==> src/rtl/fb_arbiter.sv <==
// Frame-buffer RAM arbiter: scanner reads (priority) vs host writes, double-buffer swap.
// Ports: clk/rst_n; scan_* read side; wr_* host side; swap_req/swap_pending/front_buf; ram_*.
// Macro FB_STARVE_GUARD_EN: enables the host starvation counter and forced write grant.
module fb_arbiter #(
    parameter int STARVE_LIMIT = 8
) (
    input  logic        clk,
    input  logic        rst_n,
    input  logic        scan_req,
    input  logic [9:0]  scan_addr,
    output logic        scan_gnt,
    output logic        scan_valid,
    output logic [23:0] scan_data,
    input  logic        scan_frame_end,
    input  logic        wr_valid,
    output logic        wr_ready,
    input  logic [9:0]  wr_addr,
    input  logic [23:0] wr_data,
    input  logic        swap_req,
    output logic        swap_pending,
    output logic        front_buf,
    output logic [10:0] ram_addr,
    output logic        ram_we,
    output logic [23:0] ram_wdata,
    input  logic [23:0] ram_rdata
);

    logic force_wr;
    logic wr_xfer;
    logic rd_v1;

`ifdef FB_STARVE_GUARD_EN
    localparam int CW = $clog2(STARVE_LIMIT + 1);
    localparam logic [CW-1:0] LIM = CW'(STARVE_LIMIT);

    logic [CW-1:0] starve_cnt;

    always_ff @(posedge clk or negedge rst_n) begin
        if (!rst_n) begin
            starve_cnt <= '0;
        end else if (!wr_valid || wr_xfer) begin
            starve_cnt <= '0;
        end else if (scan_gnt && starve_cnt != LIM) begin
            starve_cnt <= starve_cnt + CW'(1);
        end
    end

    assign force_wr = wr_valid && (starve_cnt == LIM);
`else
    assign force_wr = 1'b0;
`endif

    // Grants are gated by rst_n so nothing reaches the RAM while in reset.
    assign scan_gnt = rst_n & scan_req & ~force_wr;
    assign wr_ready = rst_n & ~scan_gnt;
    assign wr_xfer  = wr_valid & wr_ready;

    always_comb begin
        ram_addr  = {front_buf, scan_addr};
        ram_we    = 1'b0;
        ram_wdata = wr_data;
        if (wr_xfer) begin
            ram_addr = {~front_buf, wr_addr};
            ram_we   = 1'b1;
        end
    end

    // Stage 1 waits for RAM latency; stage 2 captures the returned word.
    always_ff @(posedge clk or negedge rst_n) begin
        if (!rst_n) begin
            rd_v1      <= 1'b0;
            scan_valid <= 1'b0;
            scan_data  <= '0;
        end else begin
            rd_v1      <= scan_gnt;
            scan_valid <= rd_v1;
            if (rd_v1) begin
                scan_data <= ram_rdata;
            end
        end
    end

    // A swap requested in the frame-end cycle itself takes effect at once.
    always_ff @(posedge clk or negedge rst_n) begin
        if (!rst_n) begin
            front_buf    <= 1'b0;
            swap_pending <= 1'b0;
        end else if (scan_frame_end && (swap_pending || swap_req)) begin
            front_buf    <= ~front_buf;
            swap_pending <= 1'b0;
        end else if (swap_req) begin
            swap_pending <= 1'b1;
        end
    end

endmodule
==> config.mk <==
export PLATFORM = sky130hd
export DESIGN_NAME = fb_arbiter
export DESIGN_NICKNAME = d
export VERILOG_FILES = /design/src/rtl/fb_arbiter.sv
export SDC_FILE = /design/constraint.sdc
export NUM_CORES = 1
export LEC_CHECK = 0
export CAP_MARGIN = 20
export CELL_PAD_IN_SITES_DETAIL_PLACEMENT = 0
export CELL_PAD_IN_SITES_GLOBAL_PLACEMENT = 1
export CORE_UTILIZATION = 22
export DETAILED_ROUTE_END_ITERATION = 10
export PLACE_DENSITY = 0.95
export RECOVER_POWER = 100
export SETUP_SLACK_MARGIN = 0.05
export SLEW_MARGIN = 20
export SYNTH_ARGS = -nofsm -noshare
export SYNTH_HDL_FRONTEND = slang
export SYNTH_SLANG_ARGS = --single-unit
==> constraint.sdc <==
create_clock -name clk -period 2.55 [get_ports clk]
set_clock_uncertainty 0.1 [all_clocks]
set_input_delay 0.255 -clock clk [delete_from_list [all_inputs] [get_ports clk]]
set_output_delay 0.255 -clock clk [all_outputs]
set_load 0.05 [all_outputs]
=== Word level (Yosys, flattened, before mapping) ===
Cells that the tools add are included.

* Bits of input ports: 74
* Memory bits (writable): 0
* Memory bits (read-only): 0
* Memories kept: 0
* Word-level logic and storage cells: 17
* Bits in registers: 28
* Output and inout bits: 65
* Latch bits: 0

* Mux-type cells: 4
* Bitwise gates (word level): 5
* Magnitude comparators: 0
* Shifts and indexed selects: 0
* Multiply operators: 0
* Reductions and logical operators: 3
* Equality and inequality tests: 0
* $add $sub $neg: 0
* Div/mod/pow operators: 0

{| class="wikitable"
|+ Operators by type and width
! kind !! number
|-
| 11-bit two-way mux || 1
|-
| 1-bit bitwise AND || 3
|-
| 1-bit two-way mux || 3
|-
| 1-bit NOT || 2
|-
| 2-bit nonzero test || 1
|-
| 1-bit logical AND || 1
|-
| 1-bit logical OR || 1
|}

=== Depth between registers and ports, before layout ===
Gate-level depths: netlist of the first run.

* Depth in word-level cells: 5
* Gate-level depth with buffers: 3
* Gate-level depth less buffers: 2

=== Least setup slack after synthesis of the first run ===
Ideal clock, no wire load.

* Kind: register to output
* Start: register front_buf
* End: output ram_addr[10]
* Buffers on the path: 0
* Arrival: 1.497 ns
* Cell stages (with the launch flop): 2
* Path slack: 0.698 ns
* Cells stage by stage: dfrtp_1 > xnor2_1

* Longest elaborated chain between the ends: 2

{| class="wikitable"
|+ Ends and longest elaborated chain
! element !! line !! source
|-
| from (decl) || 21 || <nowiki>output logic front_buf,</nowiki>
|-
| from (signal assigned) || 89 || <nowiki>front_buf <= ~front_buf;</nowiki>
|-
| 1-bit NOT || 63 || <nowiki>ram_addr = {~front_buf, wr_addr};</nowiki>
|-
| 11-bit two-way mux * || 62 || <nowiki>if (wr_xfer) begin</nowiki>
|-
| to (decl) || 22 || <nowiki>output logic [10:0] ram_addr,</nowiki>
|}

Every way passes the cells marked *; elsewhere a longest branch is shown, timed or not.

=== Worst setup path in the final report of the first run ===
* Start: input rst_n
* End: output ram_addr[3]

* Longest elaborated chain between the ends: 5

{| class="wikitable"
|+ Ends and longest elaborated chain
! element !! line !! source
|-
| from (decl) || 8 || <nowiki>input logic rst_n,</nowiki>
|-
| 1-bit bitwise AND || 54 || <nowiki>assign scan_gnt = rst_n & scan_req & ~force_wr;</nowiki>
|-
| 1-bit NOT || 55 || <nowiki>assign wr_ready = rst_n & ~scan_gnt;</nowiki>
|-
| 1-bit bitwise AND * || 55 ||
|-
| 1-bit bitwise AND * || 56 || <nowiki>assign wr_xfer = wr_valid & wr_ready;</nowiki>
|-
| 11-bit two-way mux * || 62 ||
|}

Marked as above.

==> Implementation_results.wiki, run 1 <==
{| class="wikitable"
! Metric !! Value
|-
| Switching share of power || 0.3927
|-
| Port-buffer cells || 90
|-
| Sequential element share of the synthesized area || 0.5009
|-
| Share of power burned in registers || 0.371
|-
| Required @ worst endpoint || 2.19 ns
|-
| Count of nets left with antenna violations after detail routing || 0
|-
| Post-synthesis share of cell area spent on and, or, nand and nor gates || 0.02862
|-
| Fraction of final layout cells sized beyond drive strength 1 || 0.2470
|-
| CP peak stage delay || 0.65 ns
|-
| Largest family of logic cells by synthesized area || multiplexers
|-
| DRC || 0
|-
| Worst reg-to-reg setup slack || 0.55 ns
|-
| Buffer cell driving the clock tree root || clkbuf_8
|-
| Core area || 0.006026 mm²
|-
| Compound-Gate Fraction of Synth Area || 0.003578
|-
| Final antenna diode count || 0
|-
| Number of warnings printed during yosys synthesis || 0
|-
| Number of CTS-inserted buffers || 3
|-
| Number of top-level design ports || roughly 140
|-
| Hold depth || 1
|-
| Worst path arrival time || 1.69 ns
|-
| Setup repair after global routing missed its margin || no
|-
| Portion of total power attributed to the clock network || 0.159
|-
| Clock sink count || 28
|-
| Dpl hpwl || 2.361 mm
|-
| Crit path depth || 4
|-
| Number of global-route vias before repair || about 980
|-
| Area fraction of the dominant cell type after synthesis || 0.5009
|-
| Count of different cell masters after synthesis || 13
|-
| Top post-synthesis cells by area || dfrtp_1 (50%), mux2_2 (21%), buf_4 (13%)
|-
| Status || finished clean
|-
| Global-route wire length before repair || ~4.6 mm
|-
| Post-CTS setup buffer count || 0
|-
| Worst Hold End || scan_data[23]
|-
| Internal power component || slightly below 900 µW
|-
| Endpoint of the worst register-to-register path || scan_data[20]
|-
| Cells along the critical path || dlygate4sd3_1 > nand3b_4 > mux2_1 > buf_4
|-
| Total of endpoints with negative setup slack in the final report || 0
|-
| Die outline width || 81.74 µm
|-
| Critical path buffer and inverter count || 2
|-
| Layout Nets || 242
|-
| FF+latch count, synth || 28
|-
| Worst vdd ir || 498.4 µV
|-
| Area growth from synthesis to layout || 57.60%
|-
| Overall Global Routing Usage || 0.08840
|-
| Clock-pin slew of the registers on the worst-case setup and hold paths || roughly 0.09 ns
|-
| XOR/XNOR share of the synthesized area || 0.01252
|-
| Final Routed Wirelength || 3.104 mm
|-
| Timing-limited maximum frequency || 489.5 MHz
|-
| Least setup slack across all paths after layout || 0.5071 ns
|-
| Fill cells || 604
|-
| Commonest cells after routing, fill and taps aside || clkdlybuf4s50_1 (48), dfrtp_1 (28), dlygate4sd3_1 (28)
|-
| Pin count of the biggest net entering global routing || 29
|-
| Average via count per standard cell || approximately 4
|-
| Number of hold buffers added after CTS || 0
|-
| Number of DRC violations after detailed-routing iteration 0 || 7
|-
| Launch point of the worst reg-to-reg path || rd_v1
|-
| Headroom to the max-slew limit || 0.06301
|-
| Pwr Density || 663.9 mW/mm²
|-
| Crit end category || output pin
|-
| Startpoint types || input pin
|-
| Number of standard-cell rows in the floorplan || 28
|-
| Number of standard cells after synthesis || 99
|-
| Post-layout minimum cycle time || slightly above 2 ns
|-
| Routability congestion estimate || 0.6526
|-
| Number of max-capacitance violations reported || 0
|-
| Multiplexer share of the synthesized area || 0.2952
|-
| Gr ovfl total || 0
|-
| Vias post-DR || 960
|-
| Leading area contributor after synthesis || dfrtp_1
|-
| Final number of max-transition violations || 0
|-
| Later-pin clock latency in the skew report || approximately 0.26 ns
|-
| Accumulated negative setup slack || 0 ns
|-
| 1st-pass router iterations || 2
|-
| Initial antenna violation count || 0
|-
| Final number of hold-violating endpoints || 0
|-
| Final critical-path share of the clock period || 0.8011
|-
| Buffer levels on the longest clock path || 2
|-
| Standby leakage power || 0.9160 nW
|-
| Clock tree from TritonCTS || done
|-
| Worst hold path type || reg2reg
|-
| Synthesized area per cell || 14.13 µm²
|-
| Post-Synth Adder-Cell Area || 0
|-
| Most common cell after layout, fill and taps aside || clkdlybuf4s50_1
|-
| Number of gates resized after CTS || 0
|-
| H-Tree Level Count || 1
|-
| Slew at the pin closest to its max-slew limit || 1.405 ns
|-
| Post-Syn Area || 0.001399 mm²
|-
| Setup CP Type || in2out
|-
| Critical-path top delay cell || dlygate4sd3_1
|-
| Die H || 81.74 µm
|-
| Family with the most delay on the worst path || buffers and inverters
|-
| Setup slack at placement || 0.5307 ns
|-
| Worst Reg2Reg Path Length in Cells || 2
|-
| Die area || 0.006681 mm²
|-
| Peak fanout along the critical path || 12
|-
| Average wire length per cell after detail routing || 12.88 µm
|-
| Hold Crit Start || scan_data[23]
|-
| Switching component of the power || 574.8 µW
|-
| Net count of the mapped netlist || 173
|-
| Combinational share of power || 0.470
|-
| Starting density of the core || 0.2321
|}
## worst max-delay path by stage
| stage | start | end | slack (ns) |
|---|---|---|---|
| floorplan | front_buf | ram_addr[10] | 0.70 |
| global placement | rst_n | ram_addr[3] | 0.55 |
| detailed placement | rst_n | ram_addr[8] | 0.53 |
| CTS | rst_n | ram_addr[8] | 0.53 |
| global route | rd_v1 | scan_data[4] | 0.38 |
| finish | rst_n | ram_addr[3] | 0.51 |
## cell type report
type,count,area (µm²),area share
tap,75,93.84,0.04257
sequential,28,700.7,0.3178
multi-input combinational,42,445.4,0.2020
clock buffer,3,41.29,0.01873
inverter,1,3.754,0.001703
timing repair buffer,92,919.6,0.4171
## layer usage
metal	global-route usage	up-vias	routed length [µm]
met5	0	-	0
met4	0.007018	0	2
met3	0.03333	2	311
met2	0.1686	48	1624
met1	0.09485	467	1166
li1	-	443	-
## worst reg2reg max path, cell delays in order (launching register included)
cell      delay [ns]
dfrtp_1         0.33
clkbuf_1        1.02
mux2_2          0.44
## registers in the layout (all words and copies together) (netlist names)
name / flops
scan_data: 24
front_buf: 1
rd_v1: 1
scan_valid: 1
swap_pending: 1
## through the flow
stage	total power [mW]	utilization	cells	instance area (µm²)	hold slack [ns]
after global routing	1.539	0.3659	241	2205	0.4101
after floorplan	1.082	-	99	1399	-0.1406
after detailed placement	1.290	0.3700	238	2230	0.3947
after CTS	1.535	0.3769	241	2271	0.4103
final	1.464	0.3659	241	2205	0.4079
after global placement	1.284	0.3700	238	2230	0.3900
## power groups by stage
stage | Combinational (mW) | Sequential [mW] | Clock, mW
2_1_floorplan | 0.289 | 0.793 | 0
3_3_place_gp | 0.729 | 0.554 | 0
3_5_place_dp | 0.733 | 0.557 | 0
4_1_cts | 0.735 | 0.549 | 0.251
5_1_grt | 0.717 | 0.554 | 0.268
6_report | 0.687 | 0.544 | 0.233
## synthesized netlist by cell type (all sizes together)
library cell	count
mux2	34
buf	28
dfrtp	28
nor2	2
xnor2	2
and2	1
inv	1
nand3b	1
nor2b	1
o21ai	1
## kinds of logic after synthesis
logic type             count (synthesis)
buffers and inverters                 29
AND/OR/NAND/NOR                        5
XOR/XNOR                               2
AO/OA/AOI/OAI                          1
flip-flops                            28
multiplexers                          34
Note: power is estimated with default switching activity, not from simulation.
==> run 2: changes to the inputs <==
- CORE_UTILIZATION: 22 -> 18
- PLACE_DENSITY: 0.95 -> 0.86
- clock period: 2.55 -> 1.8 ns (I/O delays scaled with it)
==> run 2 against run 1 <==
Effect of this change: global-route usage shrank 1.2 points; critical path depth fell by 3; first-iteration DRC count is 71% higher; highest routed layer unchanged; sequential cell count stayed put; clock power is 41% higher; critical endpoint is now scan_data[10]; setup slack lost 0.41 ns; cell area is 1.6% lower; wire length increased by 4.5%; sequential power rose by 43%; total power is 40% higher.
==> Implementation_results.wiki, run 2 (synthesis results as in run 1) <==
{| class="wikitable"
! Metric !! Value
|-
| Status || finished clean
|-
| Buffer levels on the longest clock path || 2
|-
| Gr ovfl total || 0
|-
| Die area || between 0.008 and 0.009 mm²
|-
| Setup repair after global routing missed its margin || no
|-
| Starting density of the core || 0.1898
|-
| Launch point of the worst reg-to-reg path || rd_v1
|-
| Crit end category || output pin
|-
| Buffer cell driving the clock tree root || clkbuf_8
|-
| Pwr Density || 945.2 mW/mm²
|-
| Overall power of the completed layout || 2.051 mW
|-
| Worst vdd ir || 319.0 µV
|-
| Critical path buffer and inverter count || 1
|-
| Worst hold path type || in2reg
|-
| Portion of total power attributed to the clock network || 0.160
|-
| Pin count of the biggest net entering global routing || 29
|-
| Endpoint of the worst register-to-register path || scan_data[20]
|-
| Routability congestion estimate || 0.6601
|-
| Setup CP Type || reg2out
|-
| Biggest register || scan_data
|-
| Number of CTS-inserted buffers || 3
|-
| Slew at the pin closest to its max-slew limit || 0.6971 ns
|-
| CP Launch Point || scan_data[10]
|-
| Worst path arrival time || 1.42 ns
|-
| Core area || about 0.0074 mm²
|-
| Critical-path top delay cell || clkdlybuf4s50_1
|-
| Number of max-capacitance violations reported || 0
|-
| CP peak stage delay || 0.81 ns
|-
| Final critical-path share of the clock period || 0.9461
|-
| Die outline width || 90.16 µm
|-
| Startpoint types || flip-flop
|-
| Clock-pin slew of the registers on the worst-case setup and hold paths || 0.09 ns
|-
| Average via count per standard cell || 3.643
|-
| Port-buffer cells || 90
|-
| Number of DRC violations after detailed-routing iteration 0 || 12
|-
| Layout Nets || 246
|-
| Dpl hpwl || 2.419 mm
|-
| Final number of max-transition violations || 0
|-
| Hold depth || 2
|-
| Initial antenna violation count || 0
|-
| DRC || 0
|-
| Family with the most delay on the worst path || buffers and inverters
|-
| Share of power burned in registers || 0.380
|-
| Fill cells || ~770
|-
| Area growth from synthesis to layout || 55.10%
|-
| Final number of hold-violating endpoints || 0
|-
| Die H || 90.16 µm
|-
| Overall Global Routing Usage || 0.07648
|-
| Average wire length per cell after detail routing || 12.06 µm
|-
| Most common cell after layout, fill and taps aside || clkdlybuf4s50_1
|-
| Worst Reg2Reg Path Length in Cells || 2
|-
| Number of top-level design ports || between 100 and 150
|-
| Vias post-DR || 980
|-
| Count of nets left with antenna violations after detail routing || 0
|-
| Post-layout minimum cycle time || between 1.5 and 2 ns
|-
| Later-pin clock latency in the skew report || 0.26 ns
|-
| Accumulated negative setup slack || 0 ns
|-
| Multi-input combinational cell area || 490.5 µm²
|-
| Peak fanout along the critical path || 2
|-
| Required @ worst endpoint || approximately 1.5 ns
|-
| Hold Crit Start || rst_n
|-
| Internal power component || 1.223 mW
|-
| Combinational share of power || 0.460
|-
| Global-route wire length before repair || 5.002 mm
|-
| Number of flip-flops in the largest register || 24
|-
| Timing-limited maximum frequency || between 500 and 600 MHz
|-
| Clock tree from TritonCTS || done
|-
| H-Tree Level Count || 1
|-
| Switching component of the power || 827.8 µW
|-
| Cells along the critical path || clkdlybuf4s50_1
|-
| Switching share of power || 0.4037
|-
| 1st-pass router iterations || 2
|-
| Commonest cells after routing, fill and taps aside || clkdlybuf4s50_1 (54), dfrtp_1 (28), mux2_2 (26)
|-
| Number of global-route vias before repair || 1050
|-
| Final antenna diode count || 0
|-
| Clock sink count || 28
|-
| Standby leakage power || 0.9270 nW
|-
| Number of standard-cell rows in the floorplan || 31
|-
| Worst Hold End || rd_v1
|-
| Headroom to the max-slew limit || 0.5353
|-
| Fraction of final layout cells sized beyond drive strength 1 || 0.3176
|-
| Total of endpoints with negative setup slack in the final report || 0
|-
| Total area of sequential cells || roughly 700 µm²
|-
| Final Routed Wirelength || 3.245 mm
|-
| Worst reg-to-reg setup slack || about 0.34 ns
|}
-- run 2: changes by cell type in the layout (fill, tap and decap cells not counted), sizes merged --
cell / previous run / this run
dlygate4sd3: 28 / 1
clkbuf: 6 / 32
clkdlybuf4s50: 48 / 54
buf: 13 / 9
dlymetal6s2s: 0 / 2
nand3b: 1 / 2
-- run 2: metal layers --
layer | up-vias | GRT usage | part of all wire
met5 | - | 0 | 0
li1 | 450 | - | -
met3 | 4 | 0.03130 | 0.073
met1 | 479 | 0.08299 | 0.40
met4 | 0 | 0.01882 | 0.0037
met2 | 47 | 0.1374 | 0.52
-- run 2: metrics by stage --
stage / hold WS (ns) / util / instance area [µm²] / std cells / worst slack, ns
floorplan: -0.2156 / - / 1406 / 99 / 0.3281
global placement: 0.2327 / 0.3070 / 2262 / 263 / 0.05361
detailed placement: 0.2287 / 0.3070 / 2262 / 263 / 0.01464
CTS: 0.1748 / 0.3149 / 2321 / 268 / 0.02892
global route: 0.2520 / 0.2944 / 2170 / 269 / 0.02692
finish: 0.2215 / 0.2944 / 2170 / 269 / 0.09694
-- run 2: how the worst max path moves through the flow --
stage                    endpoint  slack [ns]  cells past startpoint
floorplan            ram_addr[10]        0.33                      1
CTS                   ram_addr[1]        0.03                      4
global placement      ram_addr[0]        0.05                      4
finish              scan_data[10]         0.1                      1
global route          ram_addr[4]        0.03                      4
detailed placement    ram_addr[1]        0.01                      4
-- run 2: what timing repair did --
| item | in CTS | in global routing |
|---|---|---|
| setup endpoints to repair | 10 | 27 |
| hold endpoints to repair | 28 | 0 |
| gates cloned | 0 | 1 |
| buffers inserted | 1 | 0 |
| hold buffers | 1 | 0 |
| gates resized for setup | 0 | 19 |
-- run 2: power groups by stage --
stage | Sequential, mW | Clock, mW | Combinational [mW]
floorplan | 1.13 | 0 | 0.417
global placement | 0.792 | 0 | 1.03
detailed placement | 0.796 | 0 | 1.04
CTS | 0.783 | 0.363 | 1.05
global route | 0.796 | 0.379 | 0.980
finish | 0.780 | 0.328 | 0.943
-- run 2: layout make-up --
| class | count | area share |
|---|---|---|
| Timing Repair Buffer | 95 | 0.3731 |
| Sequential cell | 28 | 0.3230 |
| Multi-Input combinational cell | 43 | 0.2261 |
| Inverter | 1 | 0.001730 |
| Tap cell | 99 | 0.05709 |
| Clock buffer | 3 | 0.01903 |
==> run 3: changes to the inputs <==
- CTS_CLUSTER_DIAMETER: unset -> 120
==> results of run 3 <==
The final DEF is identical to that of run 2; final timing and power are the same.
